## config.mk

```make
export PLATFORM = sky130hd
export DESIGN_NAME = exe_pipe
export DESIGN_NICKNAME = d
export VERILOG_FILES = /design/src/rtl/exe_pipe.sv
export SDC_FILE = /design/constraint.sdc
export NUM_CORES = 1
export LEC_CHECK = 0
export ABC_AREA = 1
export CORE_MARGIN = 4
export CORE_UTILIZATION = 35
export CTS_CLUSTER_DIAMETER = 50
export DETAILED_ROUTE_END_ITERATION = 7
export GPL_ROUTABILITY_DRIVEN = 0
export PLACE_DENSITY = 0.66
export SLEW_MARGIN = 20
export SYNTH_ARGS = -nofsm -noshare
export SYNTH_HDL_FRONTEND = slang
export SYNTH_SLANG_ARGS = --single-unit
```

## constraint.sdc

```tcl
create_clock -name clk -period 1.25 [get_ports clk]
set_input_delay 0.125 -clock clk [delete_from_list [all_inputs] [get_ports clk]]
set_output_delay 0.125 -clock clk [all_outputs]
set_load 0.05 [all_outputs]
```

## src/rtl/exe_pipe.sv

```systemverilog
// Registered execute stage with valid/ready handshake, flush and an optional
// iterative shift-add multiplier (built only when EXE_MUL_EN is defined).
module exe_pipe #(
    parameter int DATA_W = 16,
    parameter int REG_AW = 4,
    parameter int SH_W   = $clog2(DATA_W)
) (
    input  logic              clk,
    input  logic              rst_n,
    input  logic              flush,
    input  logic              exei_valid,
    output logic              exei_ready,
    input  logic [15:0]       exei_instr,
    input  logic [15:0]       exei_pc,
    input  logic [7:0]        exei_alu_opcode,
    input  logic [DATA_W-1:0] exei_op1,
    input  logic [DATA_W-1:0] exei_op2,
    input  logic [REG_AW-1:0] exei_wreg_addr,
    input  logic [DATA_W-1:0] exei_write_to_mem_data,
    input  logic [1:0]        exei_rwe,
    input  logic              exei_branch,
    output logic              exeo_valid,
    input  logic              exeo_ready,
    output logic [15:0]       exeo_instr,
    output logic [15:0]       exeo_pc,
    output logic [DATA_W-1:0] exeo_result,
    output logic [REG_AW-1:0] exeo_wreg_addr,
    output logic [DATA_W-1:0] exeo_write_to_mem_data,
    output logic [1:0]        exeo_rwe,
    output logic              exeo_branch,
    output logic              exeo_busy
);

    typedef enum logic [1:0] {
        S_IDLE = 2'd0,
        S_FULL = 2'd1
`ifdef EXE_MUL_EN
        , S_MUL = 2'd2
`endif
    } state_t;

    state_t state_reg, state_next;

    logic              accept;
    logic              drain;
    logic              is_mul;
    logic              mul_active;
    logic              mul_done;
    logic [DATA_W-1:0] alu_result;
    logic [DATA_W-1:0] mul_product;
    logic [SH_W-1:0]   sh_amt;

    // exei_ready deliberately ignores exei_valid so no valid->ready loop exists
    assign exei_ready = !mul_active && (!exeo_valid || exeo_ready);
    assign accept     = exei_valid && exei_ready && !flush;
    assign drain      = exeo_valid && exeo_ready;
    assign sh_amt     = exei_op2[SH_W-1:0];

`ifdef EXE_MUL_EN
    logic [DATA_W-1:0] mcand_reg;
    logic [DATA_W-1:0] mplier_reg;
    logic [DATA_W-1:0] acc_reg;
    logic [SH_W-1:0]   cnt_reg;

    assign is_mul      = (exei_alu_opcode == 8'h09);
    assign mul_active  = (state_reg == S_MUL);
    assign mul_done    = mul_active && (cnt_reg == SH_W'(DATA_W - 1));
    assign mul_product = acc_reg + (mplier_reg[0] ? mcand_reg : '0);

    // One multiplier bit per cycle; the final partial sum goes straight to the output
    always_ff @(posedge clk or negedge rst_n) begin
        if (!rst_n) begin
            mcand_reg  <= '0;
            mplier_reg <= '0;
            acc_reg    <= '0;
            cnt_reg    <= '0;
        end else if (accept) begin
            mcand_reg  <= exei_op1;
            mplier_reg <= exei_op2;
            acc_reg    <= '0;
            cnt_reg    <= '0;
        end else if (mul_active) begin
            mcand_reg  <= mcand_reg << 1;
            mplier_reg <= mplier_reg >> 1;
            acc_reg    <= mul_product;
            cnt_reg    <= cnt_reg + SH_W'(1);
        end
    end
`else
    assign is_mul      = 1'b0;
    assign mul_active  = 1'b0;
    assign mul_done    = 1'b0;
    assign mul_product = '0;
`endif

    always_comb begin
        alu_result = '0;
        case (exei_alu_opcode)
            8'h00:   alu_result = '0;
            8'h01:   alu_result = exei_op1 + exei_op2;
            8'h02:   alu_result = exei_op1 - exei_op2;
            8'h03:   alu_result = exei_op1 & exei_op2;
            8'h04:   alu_result = {{(DATA_W-1){1'b0}}, (exei_op1 == exei_op2)};
            8'h05:   alu_result = exei_op1 << sh_amt;
            8'h06:   alu_result = exei_op1 | exei_op2;
            8'h07:   alu_result = exei_op1 >> sh_amt;
            8'h08:   alu_result = DATA_W'($signed(exei_op1) >>> sh_amt);
            default: alu_result = DATA_W'(8'hFE);
        endcase
    end

    always_ff @(posedge clk or negedge rst_n) begin
        if (!rst_n) begin
            state_reg <= S_IDLE;
        end else begin
            state_reg <= state_next;
        end
    end

    always_comb begin
        state_next = state_reg;
        if (flush) begin
            state_next = S_IDLE;
        end else begin
            case (state_reg)
                S_IDLE, S_FULL: begin
                    if (accept) begin
                        state_next = is_mul ? state_t'(2'd2) : S_FULL;
                    end else if (drain) begin
                        state_next = S_IDLE;
                    end
                end
`ifdef EXE_MUL_EN
                S_MUL: begin
                    if (mul_done) begin
                        state_next = S_FULL;
                    end
                end
`endif
                default: state_next = S_IDLE;
            endcase
        end
    end

    always_comb begin
        exeo_valid = (state_reg == S_FULL);
        exeo_busy  = mul_active;
    end

    // Passthrough fields load on every accept; the result waits for the multiplier on MUL
    always_ff @(posedge clk or negedge rst_n) begin
        if (!rst_n) begin
            exeo_instr             <= '0;
            exeo_pc                <= '0;
            exeo_result            <= '0;
            exeo_wreg_addr         <= '0;
            exeo_write_to_mem_data <= '0;
            exeo_rwe               <= '0;
            exeo_branch            <= 1'b0;
        end else if (accept) begin
            exeo_instr             <= exei_instr;
            exeo_pc                <= exei_pc;
            exeo_wreg_addr         <= exei_wreg_addr;
            exeo_write_to_mem_data <= exei_write_to_mem_data;
            exeo_rwe               <= exei_rwe;
            exeo_branch            <= exei_branch;
            if (!is_mul) begin
                exeo_result <= alu_result;
            end
        end else if (mul_done && !flush) begin
            exeo_result <= mul_product;
        end
    end

endmodule

```

# Word-level counts from Yosys, hierarchy flattened
# Cells that the tools add are included.
# word_totals
regBits,73
in_bits,100
out_inout_bits,74
elab_cells,40
# op_classes
shifts,3
n_mux,5
reduce_logical,9
n_eq_ne,11
n_bitwise,2
n_addsub,2
# op_table
op,n
one-hot mux 16 bit (9 select lines),1
"equality test 8 x 3 -> 1 bit, second input constant",4
adder 16 bit,1
AND 16 bit,1
equality test 16 bit,1
"equality test 8 x 2 -> 1 bit, second input constant",2
OR 16 bit,1
left shift 16 x 4 -> 16 bit,1
>> shifter 16 x 4 -> 16 bit,1
>>> shifter 16 x 4 -> 16 bit,1
subtractor 16 bit,1
"equality test 8 x 1 -> 1 bit, second input constant",1
"equality test 8 x 4 -> 1 bit, second input constant",1
zero test 8 bit,1
2-to-1 mux 2 bit,4
"inequality test 4 bit, second input constant",1
logical AND 1 bit,3
"equality test 2 x 1 -> 1 bit, second input constant",1
zero test 1 bit,2
zero test 2 bit,1
OR reduction 2 bit,1
logical OR 1 bit,1

# Logic depth before layout (Yosys ltp)
# Gate-level depths: netlist (run 1).
# logic_depth
ltp_word,8
ltp_mapped,18
mapped_depth_nobuf,16

# Least setup slack after synthesis (run 1)
# Ideal clock, no wire load.
# synth_timing
kind,input port to flip-flop
from,input exei_op2[2]
to,register exeo_result[15]
slack_ps,-629
arrival_time_ps,1761
cell_stages,16
path_cell_list,clkinv_1 -> clkbuf_1 -> ha_1 -> buf_2 -> nor2_1 -> nand2_1 -> nand2_1 -> nand2_1 -> nand2_1 -> nand2_1 -> nand2_1 -> nand2_1 -> nand3_1 -> nand3_1 -> nand2_1 -> nand2_1
# synth_between
elab_chain_cells,2
word_cells_on_any_way,6
classes_between,add/sub: 2; shift: 3; mux: 1
# synth_rtl
element,line_no,rtl
from (decl),17,"input logic [DATA_W-1:0] exei_op2,"
"subtractor 16 bit, or another cell as far along",101,8'h02: alu_result = exei_op1 - exei_op2;
one-hot mux 16 bit (9 select lines) *,98,case (exei_alu_opcode)
to (signal assigned),168,exeo_result <= alu_result;
to (signal assigned),171,exeo_result <= mul_product;
to (decl),26,"output logic [DATA_W-1:0] exeo_result,"
# Every way passes the cells marked *; elsewhere a longest branch is shown, timed or not.
# A chain may end at the register's enable or synchronous reset.

# Final worst setup path (run 1)
# layout_timing
from,input exei_op2[3]
to,register exeo_result[14]
# Same word-level chain as after synthesis.

==> flow_summary.yaml, run 1 <==
floorplanning:
  boundaryPins: 174
  die_height_um: 150
  num_rows: 51
  dieWidth_um: 150
  core_um2: 19700
  dieArea_um2: 22500
  start_util: 0.360
worst_setup_path:
  path_depth: 15
  crit_family: "simple AND/OR/NAND/NOR gates"
  r2r-start: "state_reg[0]"
  slowest_stage: "ha_4"
  worst_setup_path_start_kind: "primary input"
  crit_type: "in -> reg"
  crit_end: "exeo_result[14]"
  crit_top_cell: "nand2_1"
  worstPathCellList: "buf_8, clkinvlp_4, ha_4, buf_4, nand2_1, nor2_4, nand2_1, nand3_2, nand2_2, nand2_1, nand2_1, nand3_2, nand3_2, nand2_1, nand2_1"
  crit_fanout: 4
  critical_path.startpoint: "exei_op2[3]"
  cp.arrival_ns: 1.72
  ff2ff_path_depth: 10
  cp.required_ns: 1.48
  end_kind: "flip-flop"
  reg2reg_to: "exeo_result[4]"
  reg2reg_slack_ns: -0.20
  cp_slowest_stage_delay_ns: 0.32
  cp_num_buf_inv: 3
placement:
  place_inst: 1752
  port_buffers: 172
  placedInstanceArea_um2: 11100
  pre_cts_ws_ns: -1.19
  dp_hpwl_um: 22100
routing:
  num_vias: 9507
  wl_per_cell_um: 17.7
  ant_nets: 0
  drtIter0Drc: 948
  drc: 0
  drtPass1Iterations: 6
  route.detailed.vias_per_inst: 5.24
  wl_um: 32200
clock_tree:
  cts.sinks: 72
  cts_max_path_buffers: 2
  htreeDepth: 3
  cts_tree: "yes"
  path_clk_slew_ns: 0.07
  worstSkewPairLatency_ns: 0.33
  clock-root-buffer: "clkbuf_16"
  cts_made_buffers: 9
hold_path:
  hold_path.class: "in -> reg"
yosys:
  yosysTopAreaCell: "nand2_1"
  synth_flop_cell: "dfrtp_1"
  synth_common_cells: "503 x nand2_1, 169 x nand3_1, 126 x inv_1"
  synth_area_um2: 7070
  yosys-top-cells-area: "nand2_1 27%, dfrtp_1 25%, nand3_1 12%, ha_1 9.2%, inv_1 6.7%"
  synth_edf_count: 0
  syn_area_per_cell_um2: 5.92
  synth_top_area_frac: 0.267
  synthArstFlopShare: 1.00
  yosysSeqAreaShare: 0.255
  synth_nets: 1349
  ys_seq_elements: 72
  synthesis.instances: 1195
  ys_types: 40
  yosysWarnings: 0
  synth_most_common_cell: "nand2_1"
sta:
  setup_ws_ns: -0.236
  setup_viol: 71
  final.min_clock_period_ns: 1.49
  max_freq_ghz: 0.673
  fin_crit_sh: 1.19
  holdWs_ns: 0.331
  clock_skew_ns: 0.0134
  tns_ns: -7.08
  final_max_slew_viol_count: 0
  hold_viol: 0
  rsz0062_at_grt: "yes"
layout:
  layout-drive-gt1-share: 0.420
  finalCoreUtilization: 0.668
  instances_no_fill: 1815
  diodes: 0
  fin_nets: 1699
  area_growth_pct: 85.5
  final_cell_area_um2: 13100
global_routing:
  grt_pass1_wl_um: 44900
  antenna_found_initial: 0
  grt_max_degree: 73
  grt_overflow: 0
  grt_pass1_vias: 8851
  grt_util_all_layers: 0.248
power_and_ir_drop:
  max-vdd-ir-drop_v: 0.000601
  p_leak_nw: 6.63
  p_per_area_nw_per_um2: 854
  power_mw: 11.2
status:
  violations: "setup timing"
  outcome: "complete, but fails checks"
flow_run:
  max_cap_viol_count: 0
power breakdown:
group	switching [mW]	internal [mW]
Sequential	0.316	2.62
Combinational	3.20	2.69
Clock	1.02	1.35
Total	4.54	6.66
tightest hold or removal path: cells and delay by family:
kind                   cells  cell delay (ns)
buffers and inverters      1             0.39
and+or+nand+nor            2             0.10
what timing repair did:
action | 4_1_cts | 5_1_grt
gates cloned | 0 | 12
hold buffers | 1 | 0
hold endpoints to repair | 72 | 0
endpoints found under the setup margin | 72 | 72
resized for setup | 289 | 244
pin swaps | 76 | 126
setup buffers | 24 | 13
metal layers:
metal	track usage	vias up	routed length, um	share of wire
met3	0.0391	115	2810	0.087
li1	-	4469	-	-
met1	0.324	4413	12600	0.39
met5	0	-	0	0
met2	0.413	510	15400	0.48
met4	0.0984	0	1450	0.045
logic make-up (layout without fill, tap and decap cells):
group	count (synthesis)	in the layout	synth area share
compound gates	74	74	0.0571
xor+xnor	1	1	0.00124
buf+inv	182	537	0.106
flops	72	72	0.255
fa+ha+maj	54	54	0.0977
simple gates	811	811	0.483
other cells	1	1	0.000530
how the worst min path moves through the flow:
stage	from	endpoint	slack [ns]	depth (start not counted)
after CTS	exei_write_to_mem_data[12]	exeo_write_to_mem_data[12]	0.32	3
after global placement	rst_n	exeo_write_to_mem_data[2]	0.18	2
final	exei_instr[10]	exeo_instr[10]	0.33	3
after floorplan	rst_n	exeo_branch	-0.17	0
after detailed placement	rst_n	exeo_write_to_mem_data[2]	0.18	2
after global routing	exei_instr[10]	exeo_instr[10]	0.34	3
area by class of cell:
type	instances	area (um^2)
tap	265	332
multi-input combinational	941	5730
timing repair buffer	389	4430
inverter	132	559
sequential	72	1800
clock inverter	6	42.5
fill	1577	6530
clock buffer	10	229
layout by cell type (no fill, tap or decap), types with 5 or more instances in the layout:
| master | netlist | layout |
|---|---|---|
| a21oi_1 | 28 | 14 |
| a21oi_2 | 0 | 11 |
| buf_12 | 0 | 86 |
| buf_2 | 16 | 9 |
| buf_4 | 4 | 166 |
| buf_6 | 4 | 25 |
| buf_8 | 0 | 7 |
| clkbuf_16 | 0 | 19 |
| clkbuf_2 | 1 | 20 |
| clkdlybuf4s50_1 | 0 | 58 |
| clkinvlp_4 | 0 | 5 |
| dfrtp_1 | 72 | 71 |
| ha_1 | 52 | 27 |
| ha_2 | 0 | 7 |
| ha_4 | 0 | 18 |
| inv_1 | 126 | 69 |
| inv_2 | 5 | 51 |
| nand2_1 | 503 | 404 |
| nand2_2 | 4 | 89 |
| nand2_4 | 2 | 15 |
| nand3_1 | 169 | 135 |
| nand3_2 | 1 | 26 |
| nand3_4 | 0 | 9 |
| nand3b_1 | 5 | 5 |
| nand4_1 | 15 | 15 |
| nor2_1 | 84 | 47 |
| nor2_2 | 4 | 21 |
| nor2_4 | 2 | 22 |
| o21ai_0 | 29 | 15 |
| o21ai_1 | 3 | 13 |
Note: power is estimated with default switching activity, not from simulation.
==> inputs of run 2 (changes only) <==
- CORE_MARGIN: 4 -> 1.5
- HOLD_SLACK_MARGIN: default -> 0.06
- SETUP_SLACK_MARGIN: default -> 0.15
==> run 2 against run 1 <==
  * The flow still finishes with violations (setup timing)
  * Routed wire length fell by 2.2%
  * Sequential cell count did not move
  * Hold slack got worse by 0.10 ns
  * Largest cell class unchanged
  * Largest power group unchanged
==> flow_summary.yaml, run 2 (synthesized netlist as in run 1, its figures left out) <==
power_and_ir_drop:
  p_per_area_nw_per_um2: 855
  power_mw: 11.4
  max-vdd-ir-drop_v: 0.000758
  p_leak_nw: 6.74
worst_setup_path:
  reg2reg_to: "exeo_result[7]"
  cp_slowest_stage_delay_ns: 0.40
  ff2ff_path_depth: 9
  slowest_stage: "dfrtp_2"
  end_kind: "flip-flop"
  r2r-start: "state_reg[0]"
  worst_setup_path_start_kind: "flip-flop"
  crit_fanout: 8
  cp.required_ns: 1.49
  critical_path.startpoint: "state_reg[0]"
  reg2reg_slack_ns: -0.29
  crit_end: "exeo_result[7]"
  worstPathCellList: "inv_2, nor2_2, nor3_4, buf_4, nand2_1, nor2_2, nand3_1, nand2_1, inv_1"
  crit_type: "reg -> reg"
  cp.arrival_ns: 1.77
floorplanning:
  dieWidth_um: 145
  boundaryPins: 174
  num_rows: 51
  core_um2: 19700
  start_util: 0.360
  die_height_um: 145
  dieArea_um2: 21100
clock_tree:
  worstSkewPairLatency_ns: 0.34
  cts_max_path_buffers: 2
  cts_made_buffers: 9
  path_clk_slew_ns: 0.06
  clock-root-buffer: "clkbuf_16"
  cts_tree: "yes"
  htreeDepth: 3
  cts.sinks: 72
routing:
  route.detailed.vias_per_inst: 5.26
  num_vias: 9532
  wl_um: 31500
  ant_nets: 0
  drc: 0
  drtPass1Iterations: 7
  drtIter0Drc: 847
  wl_per_cell_um: 17.4
sta:
  final_max_slew_viol_count: 0
  setup_viol: 73
  hold_viol: 0
  rsz0062_at_grt: "yes"
  clock_skew_ns: 0.0119
  setup_ws_ns: -0.287
  final.min_clock_period_ns: 1.54
  holdWs_ns: 0.231
  fin_crit_sh: 1.23
  max_freq_ghz: 0.651
layout:
  diodes: 0
  fin_nets: 1697
  final_common_cell: "nand2_1"
  final_cell_area_um2: 13300
  instances_no_fill: 1813
  final_cell_mix: "384 x nand2_1, 161 x buf_4, 133 x nand3_1"
  area_growth_pct: 88.2
  layout-drive-gt1-share: 0.439
global_routing:
  antenna_found_initial: 0
  grt_util_all_layers: 0.276
  grt_overflow: 0
  grt_max_degree: 56
  grt_pass1_wl_um: 46700
  grt_pass1_vias: 8917
hold_path:
  hold_path.class: "in -> async"
status:
  outcome: "complete, but fails checks"
  violations: "setup timing"
placement:
  place_inst: 1750
  port_buffers: 172
  dp_hpwl_um: 21800
  placedInstanceArea_um2: 11100
flow_run:
  max_cap_viol_count: 0
==> run 2: changes by cell type in the layout (fill, tap and decap cells not counted), sizes merged, moves of 2 or more <==
cell      delta
clkbuf      -16
clkinvlp     -3
inv          +2
buf         +10
bufbuf       +2
==> run 2: per-stage QoR <==
| step | TNS [ns] | utilization | worst slack [ns] |
|---|---|---|---|
| CTS | -8.36 | 0.636 | -0.204 |
| global route | -13.05 | 0.677 | -0.360 |
| floorplan | -10.34 | - | -0.322 |
| finish | -8.32 | 0.677 | -0.287 |
| global placement | -37.91 | 0.567 | -1.07 |
| detailed placement | -39.95 | 0.567 | -1.12 |
==> run 2: timing repair <==
item	4_1_cts	5_1_grt
cloned	4	6
resized for setup	363	228
buffers inserted	23	13
hold endpoints to repair	72	0
pin swaps	87	78
hold buffers	1	0
setup endpoints to repair	73	73
==> run 2: power by group <==
part	internal, mW	total, mW	switching (mW)
Sequential	2.62	2.97	0.355
Clock	1.35	2.42	1.07
Combinational	2.77	5.99	3.22
==> run 2: worst min path at each step <==
stage                         end  startpoint  slack [ns]  cells after the start
finish              exeo_instr[0]       rst_n        0.23                      2
global route        exeo_instr[0]       rst_n        0.24                      2
CTS                 exeo_instr[0]       rst_n        0.23                      2
detailed placement  exeo_instr[6]       rst_n        0.05                      1
global placement    exeo_instr[6]       rst_n        0.04                      1
floorplan             exeo_branch       rst_n       -0.17                      0
==> run 2: final cells by class <==
type	instances	area (um^2)
Sequential cell	72	1800
Fill cell	1559	6350
Timing Repair Buffer	387	4460
Tap cell	265	332
Inverter	132	552
Multi-Input combinational cell	941	5890
Clock inverter	6	43.8
Clock buffer	10	229
==> run 2: critical path, delay by kind of cell (launching register included) <==
family,cells,cell delay (ns)
and+or+nand+nor,6,0.72
DFF,1,0.40
buffers and inverters,3,0.30
==> run 2: metal layers <==
metal	up-vias	part of all wire	track usage
li1	4473	-	-
met1	4393	0.40	0.354
met2	541	0.47	0.447
met3	125	0.079	0.0462
met4	0	0.057	0.140
met5	-	0	0
==> inputs of run 3 (changes only) <==
- SKIP_CTS_REPAIR_TIMING: default -> 1
==> run 3 against run 2 <==
  * The run still ends with setup timing left
  * Via count is 2.7% lower
  * Sequential cell count did not move
  * Setup slack worse by 0.011 ns
  * Register-to-register slack hardly changed
  * Sequential power decreased by 1%
  * Final cell count shrank 0.99%
  * First-iteration DRC count fell by 9.1%
  * Clock skew rose by 0.00050 ns
  * Power decreased by 3.2%
==> flow_summary.yaml, run 3 (synthesized netlist as in run 1, its figures left out) <==
global_routing:
  grt_pass1_vias: 8364
  grt_max_degree: 56
  grt_overflow: 0
  antenna_found_initial: 0
  grt_util_all_layers: 0.253
  grt_pass1_wl_um: 43000
sta:
  max_freq_ghz: 0.646
  clock_skew_ns: 0.0124
  hold_viol: 0
  setup_viol: 72
  rsz0062_at_grt: "yes"
  fin_crit_sh: 1.24
  setup_ws_ns: -0.297
  final.min_clock_period_ns: 1.55
  tns_ns: -6.75
  final_max_slew_viol_count: 0
placement:
  place_inst: 1750
  pre_cts_ws_ns: -1.12
  dp_hpwl_um: 21800
  port_buffers: 172
routing:
  num_vias: 9276
  wl_um: 29900
  drtPass1Iterations: 6
  drc: 0
  route.detailed.vias_per_inst: 5.17
  drtIter0Drc: 770
  wl_per_cell_um: 16.7
  ant_nets: 0
floorplanning:
  boundaryPins: 174
  die_height_um: 145
  core_um2: 19700
  num_rows: 51
  dieArea_um2: 21100
  start_util: 0.360
  dieWidth_um: 145
worst_setup_path:
  crit_fanout: 8
  crit_end: "exeo_result[7]"
  ff2ff_path_depth: 9
  critical_path.startpoint: "state_reg[0]"
  reg2reg_to: "exeo_result[7]"
  reg2reg_slack_ns: -0.30
  worst_setup_path_start_kind: "flip-flop"
  cp.required_ns: 1.48
  crit_type: "reg -> reg"
  cp.arrival_ns: 1.78
  end_kind: "flip-flop"
  r2r-start: "state_reg[0]"
layout:
  layout-drive-gt1-share: 0.357
  fin_nets: 1679
  instances_no_fill: 1795
  area_growth_pct: 80.5
  final_common_cell: "nand2_1"
  diodes: 0
  final_cell_mix: "448 x nand2_1, 157 x buf_4, 143 x nand3_1"
clock_tree:
  cts.sinks: 72
  path_clk_slew_ns: 0.06
  clock-root-buffer: "clkbuf_16"
  cts_made_buffers: 9
  worstSkewPairLatency_ns: 0.34
  htreeDepth: 3
  cts_tree: "yes"
  cts_max_path_buffers: 2
status:
  outcome: "complete, but fails checks"
  violations: "setup timing"
flow_run:
  max_cap_viol_count: 0
power_and_ir_drop:
  p_leak_nw: 6.67
  p_per_area_nw_per_um2: 863
  max-vdd-ir-drop_v: 0.000712
hold_path:
  hold_path.class: "in -> async"
## run 3: metrics by stage
step                hold slack (ns)  instance area [um^2]  utilization  power (mW)
finish                        0.231                 12800        0.649        11.0
global route                  0.246                 12800        0.649        11.5
CTS                          -0.310                 11400        0.581        10.3
detailed placement           0.0456                 11100        0.567        7.91
global placement             0.0410                 11100        0.567        7.85
floorplan                    -0.171                  7350            -        5.28
## run 3: how the worst min path moves through the flow
stage | endpoint | cells after the start | start | slack [ns]
floorplan | exeo_branch | 0 | rst_n | -0.17
global placement | exeo_instr[6] | 1 | rst_n | 0.04
detailed placement | exeo_instr[6] | 1 | rst_n | 0.05
CTS | exeo_instr[0] | 1 | rst_n | -0.31
global route | exeo_instr[0] | 2 | rst_n | 0.25
finish | exeo_instr[0] | 2 | rst_n | 0.23
## run 3: report_power, final
group	internal, mW	leakage (nW)	switching, mW
clock network	1.35	0.133	1.04
registers	2.62	0.881	0.317
logic	2.62	5.66	3.07
total	6.59	6.67	4.43
## run 3: critical path, stage by stage, from the launching register on
cell and delay (ns):
dfrtp_2 0.40, inv_2 0.05, nor2_2 0.04, nor3_4 0.14, buf_4 0.21, nand2_1 0.10, nor2_1 0.28, nand3_1 0.12
nand2_1 0.07, inv_1 0.03
## run 3: area by class of cell
type	count	area [um^2]
fillers	1646	6890
well taps	265	332
clock buffers	10	229
inverters	132	539
clock inverters	6	43.8
multi-input cells	941	5490
repair buffers	369	4330
flip-flops and latches	72	1800
## run 3: per-layer routing
metal,vias up,part of all wire,track usage
li1,4424,-,-
met1,4257,0.41,0.332
met2,506,0.46,0.406
met3,89,0.083,0.0431
met4,0,0.045,0.118
met5,-,0,0
